**src/rtl/pipe_stage_reg.sv**
```systemverilog
// pipe_stage_reg: valid/ready pipeline stage register with flush, bubble control and a saturating bubble counter.
// Define PIPE_STAGE_SKID_EN to add a skid entry behind the main register, so in_ready is taken from a register.
module pipe_stage_reg #(
    parameter int unsigned DATA_W   = 128,
    parameter int unsigned CTRL_W   = 16,
    parameter bit          CLR_DATA = 1'b1,
    parameter int unsigned CNT_W    = 16
) (
    input  logic              clk,
    input  logic              rst_n,
    input  logic              flush,
    input  logic              in_valid,
    output logic              in_ready,
    input  logic [DATA_W-1:0] in_data,
    input  logic [CTRL_W-1:0] in_ctrl,
    output logic              out_valid,
    input  logic              out_ready,
    output logic [DATA_W-1:0] out_data,
    output logic [CTRL_W-1:0] out_ctrl,
    output logic [CNT_W-1:0]  bubble_cnt
);

    localparam logic [CNT_W-1:0] CNT_ONE = CNT_W'(1);

    logic              main_v_q,    main_v_d;
    logic [CTRL_W-1:0] main_ctrl_q, main_ctrl_d;
    logic [DATA_W-1:0] main_data_q, main_data_d;
    logic              in_xfer;

    assign in_xfer = in_valid && in_ready;

`ifdef PIPE_STAGE_SKID_EN
    logic              skid_v_q,    skid_v_d;
    logic [CTRL_W-1:0] skid_ctrl_q, skid_ctrl_d;
    logic [DATA_W-1:0] skid_data_q, skid_data_d;

    // Only flush and the skid flag reach in_ready; out_ready has no path to it.
    assign in_ready = !flush && !skid_v_q;

    always_comb begin
        main_v_d    = main_v_q;
        main_ctrl_d = main_ctrl_q;
        main_data_d = main_data_q;
        skid_v_d    = skid_v_q;
        skid_ctrl_d = skid_ctrl_q;
        skid_data_d = skid_data_q;
        if (flush) begin
            main_v_d    = 1'b0;
            main_ctrl_d = '0;
            skid_v_d    = 1'b0;
            skid_ctrl_d = '0;
            if (CLR_DATA) begin
                main_data_d = '0;
                skid_data_d = '0;
            end
        end else if (!main_v_q || out_ready) begin
            if (skid_v_q) begin
                main_v_d    = 1'b1;
                main_ctrl_d = skid_ctrl_q;
                main_data_d = skid_data_q;
                skid_v_d    = 1'b0;
                skid_ctrl_d = '0;
            end else if (in_xfer) begin
                main_v_d    = 1'b1;
                main_ctrl_d = in_ctrl;
                main_data_d = in_data;
            end else begin
                main_v_d    = 1'b0;
                main_ctrl_d = '0;
            end
        end else if (in_xfer) begin
            skid_v_d    = 1'b1;
            skid_ctrl_d = in_ctrl;
            skid_data_d = in_data;
        end
    end

    always_ff @(posedge clk or negedge rst_n) begin
        if (!rst_n) begin
            skid_v_q    <= 1'b0;
            skid_ctrl_q <= '0;
        end else begin
            skid_v_q    <= skid_v_d;
            skid_ctrl_q <= skid_ctrl_d;
        end
    end
`else
    assign in_ready = !flush && (!main_v_q || out_ready);

    always_comb begin
        main_v_d    = main_v_q;
        main_ctrl_d = main_ctrl_q;
        main_data_d = main_data_q;
        if (flush) begin
            main_v_d    = 1'b0;
            main_ctrl_d = '0;
            if (CLR_DATA) begin
                main_data_d = '0;
            end
        end else if (in_xfer) begin
            main_v_d    = 1'b1;
            main_ctrl_d = in_ctrl;
            main_data_d = in_data;
        end else if (out_ready) begin
            main_v_d    = 1'b0;
            main_ctrl_d = '0;
        end
    end
`endif

    always_ff @(posedge clk or negedge rst_n) begin
        if (!rst_n) begin
            main_v_q    <= 1'b0;
            main_ctrl_q <= '0;
        end else begin
            main_v_q    <= main_v_d;
            main_ctrl_q <= main_ctrl_d;
        end
    end

    // With CLR_DATA=0 the payload registers carry no reset at all.
    generate
        if (CLR_DATA) begin : g_data_rst
            always_ff @(posedge clk or negedge rst_n) begin
                if (!rst_n) begin
                    main_data_q <= '0;
`ifdef PIPE_STAGE_SKID_EN
                    skid_data_q <= '0;
`endif
                end else begin
                    main_data_q <= main_data_d;
`ifdef PIPE_STAGE_SKID_EN
                    skid_data_q <= skid_data_d;
`endif
                end
            end
        end else begin : g_data_norst
            always_ff @(posedge clk) begin
                main_data_q <= main_data_d;
`ifdef PIPE_STAGE_SKID_EN
                skid_data_q <= skid_data_d;
`endif
            end
        end
    endgenerate

    always_ff @(posedge clk or negedge rst_n) begin
        if (!rst_n) begin
            bubble_cnt <= '0;
        end else if ((!main_v_q || flush) && (bubble_cnt != '1)) begin
            bubble_cnt <= bubble_cnt + CNT_ONE;
        end
    end

    assign out_valid = main_v_q;
    assign out_data  = main_data_q;
    assign out_ctrl  = main_v_q ? main_ctrl_q : '0;

endmodule
```
**config.mk**
```make
export PLATFORM = sky130hd
export DESIGN_NAME = pipe_stage_reg
export DESIGN_NICKNAME = d
export VERILOG_FILES = /design/src/rtl/pipe_stage_reg.sv
export SDC_FILE = /design/constraint.sdc
export NUM_CORES = 1
export LEC_CHECK = 0
export BUFFER_PORTS_ARGS = -buffer_cell sky130_fd_sc_hd__buf_4
export CORE_UTILIZATION = 45
export DETAILED_ROUTE_END_ITERATION = 6
export MAX_ROUTING_LAYER = met4
export PLACE_DENSITY = 0.85
export SETUP_SLACK_MARGIN = 0.05
export SYNTH_ARGS = -nofsm -noshare
export SYNTH_HDL_FRONTEND = slang
export SYNTH_SLANG_ARGS = --single-unit
```
**constraint.sdc**
```tcl
create_clock -name clk -period 2 [get_ports clk]
set_input_delay 0.3 -clock clk [delete_from_list [all_inputs] [get_ports clk]]
set_output_delay 0.3 -clock clk [all_outputs]
set_load 0.01 [all_outputs]
```
# Word level (Yosys, flattened, before mapping)
# Index checks and enable logic that the tools add are counted.
dict set report classes {
  addsub 1
  n_reduce_logical 9
  n_eq_ne 1
  mux 9
}
# operator count
set op_table {}
lappend op_table {{2-to-1 mux 128 bit} 2}
lappend op_table {{2-to-1 mux 16 bit} 4}
lappend op_table {{adder 16 x 1 -> 16 bit (second input constant)} 1}
lappend op_table {{!= test 16 bit (second input constant)} 1}
lappend op_table {{logical AND 1 bit} 3}
lappend op_table {{2-to-1 mux 1 bit} 3}
lappend op_table {{nonzero test 3 bit} 1}
lappend op_table {{logical NOT 1 bit} 2}
lappend op_table {{logical OR 1 bit} 2}
lappend op_table {{nonzero test 2 bit} 1}
dict set report totals {
  in_bits 149
  elab_cells 24
  reg_bits 161
}

# Depth between registers and ports, before layout
# Gate-level depths: netlist of the first run.
dict set report logic_depth {
  depth_word 6
  mapped_depth 7
}

# Worst setup path before layout of the first run
# Ideal clock, no wire load.
dict set report synth_path {
  path_kind {reg-to-reg}
  from {register bubble_cnt[0]}
  to {register bubble_cnt[1]}
  setup_slack_ns 0.322
  arrival_ns 1.553
  period_less_slack_ns 1.678
  required_ns 1.875
  n_path_buf 0
  stages_incl_launch_ff 6
  path_cell_list {dfrtp_1 ha_1 nand3_1 nor4_2 a21oi_1 mux2_2}
}
dict set report synth_via {
  elab_chain_len 2
}
# element line
set synth_rtl {}
lappend synth_rtl {{from (decl)} 20} ;# output logic [CNT_W-1:0] bubble_cnt
lappend synth_rtl {{from (signal assigned)} 151} ;# bubble_cnt <= bubble_cnt + CNT_ONE;
lappend synth_rtl {{branches (longest 2 deep; another with adder 16 x 1 -> 16 bit)} --}
# Parallel ways; which one is timed is not known.
# A chain may end at the register's enable or synchronous reset.

# Worst setup path in the final report of the first run
# Ends and elaborated chain as after synthesis.

==> results.json, run 1 <==
{
  "status": "finished clean",
  "final_antenna_net_count": 0,
  "postSynthAreaPerCell_um2": 9.45,
  "clock_latency_ps": 420,
  "netlist_instances": 689,
  "synth_simple_gate_area_share_pct": 20.2,
  "synth_adder_area_share_pct": 0.192,
  "cts_tree": "yes",
  "antenna_found_initial": 0,
  "tns_ps": 0,
  "finalHoldViolations": 0,
  "grt_pass1_wl_um": 28100,
  "startpoint_type": "flip-flop",
  "irDropWorstVdd_mv": 0.554,
  "die_h_um": 122,
  "power.leakage_uw": 0.00486,
  "clkSinkCount": 161,
  "clkTransAtPathRegs_ps": 60,
  "worstMarginPinSlew_ps": 634,
  "cts_resized": 0,
  "synthMuxAreaShare_pct": 0.327,
  "worstPathRequired_ps": 2300,
  "final.min_clock_period_ps": 1660,
  "worstSetupEndpointType": "flip-flop",
  "routed_wl_um": 18400,
  "ys_top_cells_by_area": "dfrtp_1 62%, nand2_1 15%, o21ai_0 9.8%",
  "core_um2": 14000,
  "final_common_cell": "buf_4",
  "instances_no_fill": 1183,
  "clockRootBuffer": "clkbuf_16",
  "drive_gt1_share_pct": 36.1,
  "die_w_um": 122,
  "slew_viol_final": 0,
  "critical_path_peak_fanout": 5,
  "cts_setup_buffers": 0,
  "cp.arrival_ps": 1960,
  "grt_pass1_vias": 5649,
  "critical_path_class": "reg2reg",
  "setup_viol": 0,
  "post-route-period-util_pct": 82.9,
  "slew_headroom_pct": 57.6,
  "cts_buffers": 17,
  "ys_warn_count": 0,
  "rows": 43,
  "rsz0062_at_grt": "no",
  "maxCapViolations": 0,
  "synthXorXnorAreaFrac_pct": 1.61,
  "synth-seq-cells": 161,
  "track_usage_pct": 25.8,
  "grt_max_degree": 105,
  "grt_overflow": 0,
  "synth_compound_gate_area_share_pct": 12.6,
  "place_ws_ps": 338,
  "synth_nets": 839,
  "min_path_type": "in2reg",
  "vias": 5912,
  "ys_seq_area_share_pct": 61.9,
  "port_buffers": 310,
  "cts.htree.levels": 4,
  "yosys.cell_types.count": 31,
  "worst_slack_ps": 341,
  "io_pins": 311,
  "gp_congestion": 0.823,
  "p_per_area_nw_per_um2": 903,
  "fin_skew_ps": 5.15,
  "final_cell_mix": "318 x buf_4, 260 x nand2_1, 161 x dfrtp_1",
  "syn_area_um2": 6510,
  "synth_top_area_cell": "dfrtp_1",
  "fmax_mhz": 603,
  "dp_cells": 1150,
  "area_growth_pct": 49.9,
  "die_area_um2": 14900,
  "dp_hpwl_um": 13100,
  "layout.nets": 1140,
  "synth_top_family_by_area": "simple AND/OR/NAND/NOR gates",
  "vias_per_cell": 5.00,
  "start_util_pct": 46.5,
  "synth_top_area_share_pct": 61.9,
  "dr.pass1.iters": 5,
  "diodes": 0,
  "drc": 0,
  "clk_path_buf_depth": 2,
  "drt_iter0_markers": 363,
  "post_drt_wl_per_cell_um": 15.6
}
stage by stage:
step	hold WS, ps	util, %	area [µm²]	power (µW)
CTS	62.3	69.8	9760	8900
floorplan	4.41	-	6510	4440
finish	79.9	69.8	9760	8820
detailed placement	196	65.1	9110	5390
global placement	197	65.1	9110	5340
global route	62.9	69.8	9760	9220
cells in the mapped netlist, drive strengths merged:
library cell	instances
nor3	7
nor4	5
nand2b	1
a21oi	3
dfrtp	161
nor2	9
or3	1
a41oi	2
nor3b	2
nand4	6
ha	1
and2	17
xnor2	2
xor2	10
nor2b	1
a22o	16
nand2	260
inv	4
mux2	1
o211ai	1
o21ai	128
clkbuf	30
and3	1
nand3	3
buf	16
mux2i	1
area by class of cell:
type	instances	area, µm²
Tap cell	180	225
Inverter	4	16.3
Timing Repair Buffer	328	2570
Multi-Input combinational cell	478	2280
Clock inverter	10	183
Sequential cell	161	4030
Fill cell	1016	4230
Clock buffer	22	454
flip-flops by register name, indices dropped and copies added, names as in the netlist:
signal       cells
out_valid        1
bubble_cnt      16
main_ctrl_q     16
out_data       128
power breakdown:
part,switching [µW],internal [µW],leakage (µW)
clock network,1240,2250,0.000312
logic,743,775,0.00243
registers,264,3550,0.00212
total,2250,6570,0.00486
timing repair:
item,CTS,global route
hold endpoints to repair,27,0
setup endpoints to repair,0,0
hold buffers,1,0
worst max-delay path: stages, from the launching register on:
cell and delay, ps:
dfrtp_1 420, ha_1 220, nand3_1 140, nor4_2 350
a21oi_1 110, mux2_2 290
routing by layer:
layer | share of wire, % | global-route usage [%] | routed length [µm]
met4 | 2.2 | 11.2 | 412
met1 | 39 | 29.3 | 7170
met5 | 0 | - | 0
met2 | 52 | 42.9 | 9680
met3 | 6.4 | 6.64 | 1190
logic make-up after synthesis:
family / Yosys count
flops: 161
mux: 2
xor+xnor: 12
buf+inv: 50
simple gates: 313
fa+ha+maj: 1
compound gates: 150
worst paths after layout:
kind	from	endpoint	slack, ps	cells after the start
max	bubble_cnt[0]	bubble_cnt[1]	340	5
min	in_data[102]	out_data[102]	80	3
max reg2reg	bubble_cnt[0]	bubble_cnt[1]	340	5
min reg2reg	main_ctrl_q[9]	main_ctrl_q[9]	490	1
max in group asynchronous	rst_n	out_data[32]	1030	3
min in group asynchronous	rst_n	out_data[112]	320	2
(Power assumes the default switching activity.)
==> inputs of run 2 (changes only) <==
--- a/config.mk
+++ b/config.mk
@@ -5,6 +5,7 @@
 export SDC_FILE = /design/constraint.sdc
 export NUM_CORES = 1
 export LEC_CHECK = 0
+export ABC_AREA = 1
 export BUFFER_PORTS_ARGS = -buffer_cell sky130_fd_sc_hd__buf_4
 export CORE_UTILIZATION = 45
 export DETAILED_ROUTE_END_ITERATION = 6
==> constraint.sdc (replaced) <==
create_clock -name clk -period 1.57 [get_ports clk]
set_input_delay 0.2355 -clock clk [delete_from_list [all_inputs] [get_ports clk]]
set_output_delay 0.2355 -clock clk [all_outputs]
set_load 0.01 [all_outputs]
==> run 2 against run 1 <==
Compared with the run above:
- first-iteration DRC count is 13% lower
- hold slack got worse by 64 ps
- non-clock buffer count rose by 20
- via count is 6.0% higher
- sequential power rose by 25%
- largest power group unchanged
==> results.json, run 2 <==
{
  "netlist_instances": 796,
  "drive_gt1_share_pct": 36.2,
  "synth_nets": 946,
  "r2r_start": "out_valid",
  "clkTransAtPathRegs_ps": 60,
  "crit_family": "flip-flops",
  "port_buffers": 310,
  "drt_iter0_markers": 314,
  "max_stage_delay_ps": 420,
  "dr.pass1.iters": 4,
  "synth-async-reset-ratio_pct": 100,
  "synth_commonest_cells": "499 x nand2_1, 161 x dfrtp_1, 27 x inv_1",
  "synth_top_area_share_pct": 61.0,
  "worstSetupEndpointType": "output pin",
  "vias": 6268,
  "final_antenna_net_count": 0,
  "antenna_found_initial": 0,
  "die_w_um": 123,
  "fin_skew_ps": 7.79,
  "critical_path_peak_fanout": 17,
  "start_util_pct": 46.9,
  "rsz0062_at_grt": "yes",
  "final_cell_mix": "480 x nand2_1, 328 x buf_4, 158 x dfrtp_1",
  "slew_headroom_pct": 72.8,
  "min_path_type": "in2reg",
  "worstPathRequired_ps": 1330,
  "die_area_um2": 15200,
  "min_path_cells": 3,
  "hold_path_end": "out_data[9]",
  "p_per_area_nw_per_um2": 1070,
  "grt_pass1_wl_um": 29400,
  "post-route-period-util_pct": 95.6,
  "routed_wl_um": 19300,
  "ys_seq_area_share_pct": 61.0,
  "worstMarginPinSlew_ps": 408,
  "postSynthAreaPerCell_um2": 8.30,
  "ys_top_cells_by_area": "dfrtp_1 61%, nand2_1 28%, nand3_1 1.7%",
  "clk_path_buf_depth": 2,
  "startpoint_type": "flip-flop",
  "fmax_mhz": 666,
  "grt_max_degree": 52,
  "clock_latency_ps": 420,
  "finalHoldViolations": 0,
  "ys_warn_count": 0,
  "layout.nets": 1277,
  "synth-edff-count": 0,
  "synth-seq-cells": 161,
  "path_cells": "buf_12 -> nand2_1 -> inv_1 -> buf_4",
  "finalHoldWorstSlack_ps": 16.2,
  "syn_area_um2": 6610,
  "vias_per_cell": 4.76,
  "cts_buffers": 17,
  "status": "finished clean",
  "maxCapViolations": 0,
  "postLayoutCellArea_um2": 10100,
  "reg2reg_depth": 8,
  "post_drt_wl_per_cell_um": 14.6,
  "setup_viol": 0,
  "synth_top_area_cell": "dfrtp_1",
  "final.min_clock_period_ps": 1500,
  "crit_buf_inv": 3,
  "slew_viol_final": 0,
  "die_h_um": 123,
  "r2r-end": "out_data[25]",
  "ff2ff_setup_slack_ps": 90,
  "gp_congestion": 0.905,
  "drc": 0,
  "irDropWorstVdd_mv": 0.701,
  "dp_hpwl_um": 14000,
  "track_usage_pct": 26.2,
  "cts_tree": "yes",
  "cp_slowest_cell": "dfrtp_1",
  "grt_overflow": 0,
  "clkSinkCount": 161,
  "synth_most_common_cell": "nand2_1",
  "clockRootBuffer": "clkbuf_16",
  "largest_register_ffs": 128,
  "power.leakage_uw": 0.00584,
  "cts.htree.levels": 4,
  "grt_pass1_vias": 5994,
  "hold_start": "in_data[9]",
  "core_um2": 14100,
  "final_common_cell": "nand2_1",
  "rows": 43,
  "placed_cell_area_um2": 9340,
  "final_core_util_pct": 71.5,
  "io_pins": 311,
  "tns_ps": 0,
  "diodes": 0,
  "critical_path_class": "reg2out",
  "synth-main-ff-cell": "dfrtp_1",
  "cp.arrival_ps": 1270,
  "yosys.cell_types.count": 21,
  "area_growth_pct": 52.5
}
-- run 2: cell types whose count changed after synthesis, sizes merged, moves of 17 or more --
cell,change
nand2,+239
o21ai,-122
inv,+23
clkbuf,-20
nand3,+19
and2,-17
nor2,+17
-- run 2: area by class of cell --
class | count | area [µm²]
sequential | 161 | 4030
fill | 1086 | 4020
clock inverter | 12 | 138
multi-input combinational | 571 | 2370
inverter | 28 | 106
clock buffer | 18 | 429
timing repair buffer | 348 | 2770
tap | 180 | 225
-- run 2: how the worst max path moves through the flow --
stage	startpoint	to	slack [ps]	cells past startpoint
4_1_cts	out_valid	out_ctrl[3]	40	4
5_1_grt	out_valid	main_ctrl_q[15]	10	8
3_3_place_gp	out_valid	out_data[34]	160	6
6_report	out_valid	out_ctrl[3]	70	4
3_5_place_dp	bubble_cnt[0]	bubble_cnt[10]	110	9
2_1_floorplan	out_valid	out_data[80]	70	9
-- run 2: power by group --
group / switching (µW) / internal [µW] / leakage (µW) / total, µW
sequential: 274 / 4500 / 0.00214 / 4770
clock: 1660 / 2330 / 0.000261 / 4000
combinational: 1000 / 1040 / 0.00344 / 2050
total: 2940 / 7870 / 0.00584 / 10800
-- run 2: metrics by stage --
step	cells	worst slack [ps]	total power, µW
after detailed placement	1283	107	6830
final	1318	68.7	10800
after floorplan	796	69.7	5570
after CTS	1314	40.6	10900
after global placement	1283	161	6780
after global routing	1318	9.88	11300
-- run 2: worst min-delay path, delay by kind of cell --
family / cells / cell delay [ps]
buf+inv: 1 / 70
simple gates: 2 / 90
-- run 2: logic make-up after synthesis --
family          after synthesis  synth area share [%]
buf+inv                      64                  4.68
compound gates                6                 0.454
flops                       161                  61.0
fa+ha+maj                     1                 0.189
simple gates                557                  32.8
xor+xnor                      7                 0.928
-- run 2: layer usage --
metal	up-vias	global-route usage [%]	routed length (µm)
met1	2924	29.1	7400
met2	260	45.0	9900
met5	-	-	0
met4	0	8.73	367
li1	3057	-	-
met3	27	7.66	1570
-- run 2: repair_timing --
action / 4_1_cts / 5_1_grt
pin swaps: 0 / 4
endpoints found under the setup margin: 16 / 103
buffers inserted: 0 / 4
hold endpoints to repair: 32 / 0
hold buffers: 1 / 0
resized for setup: 4 / 40
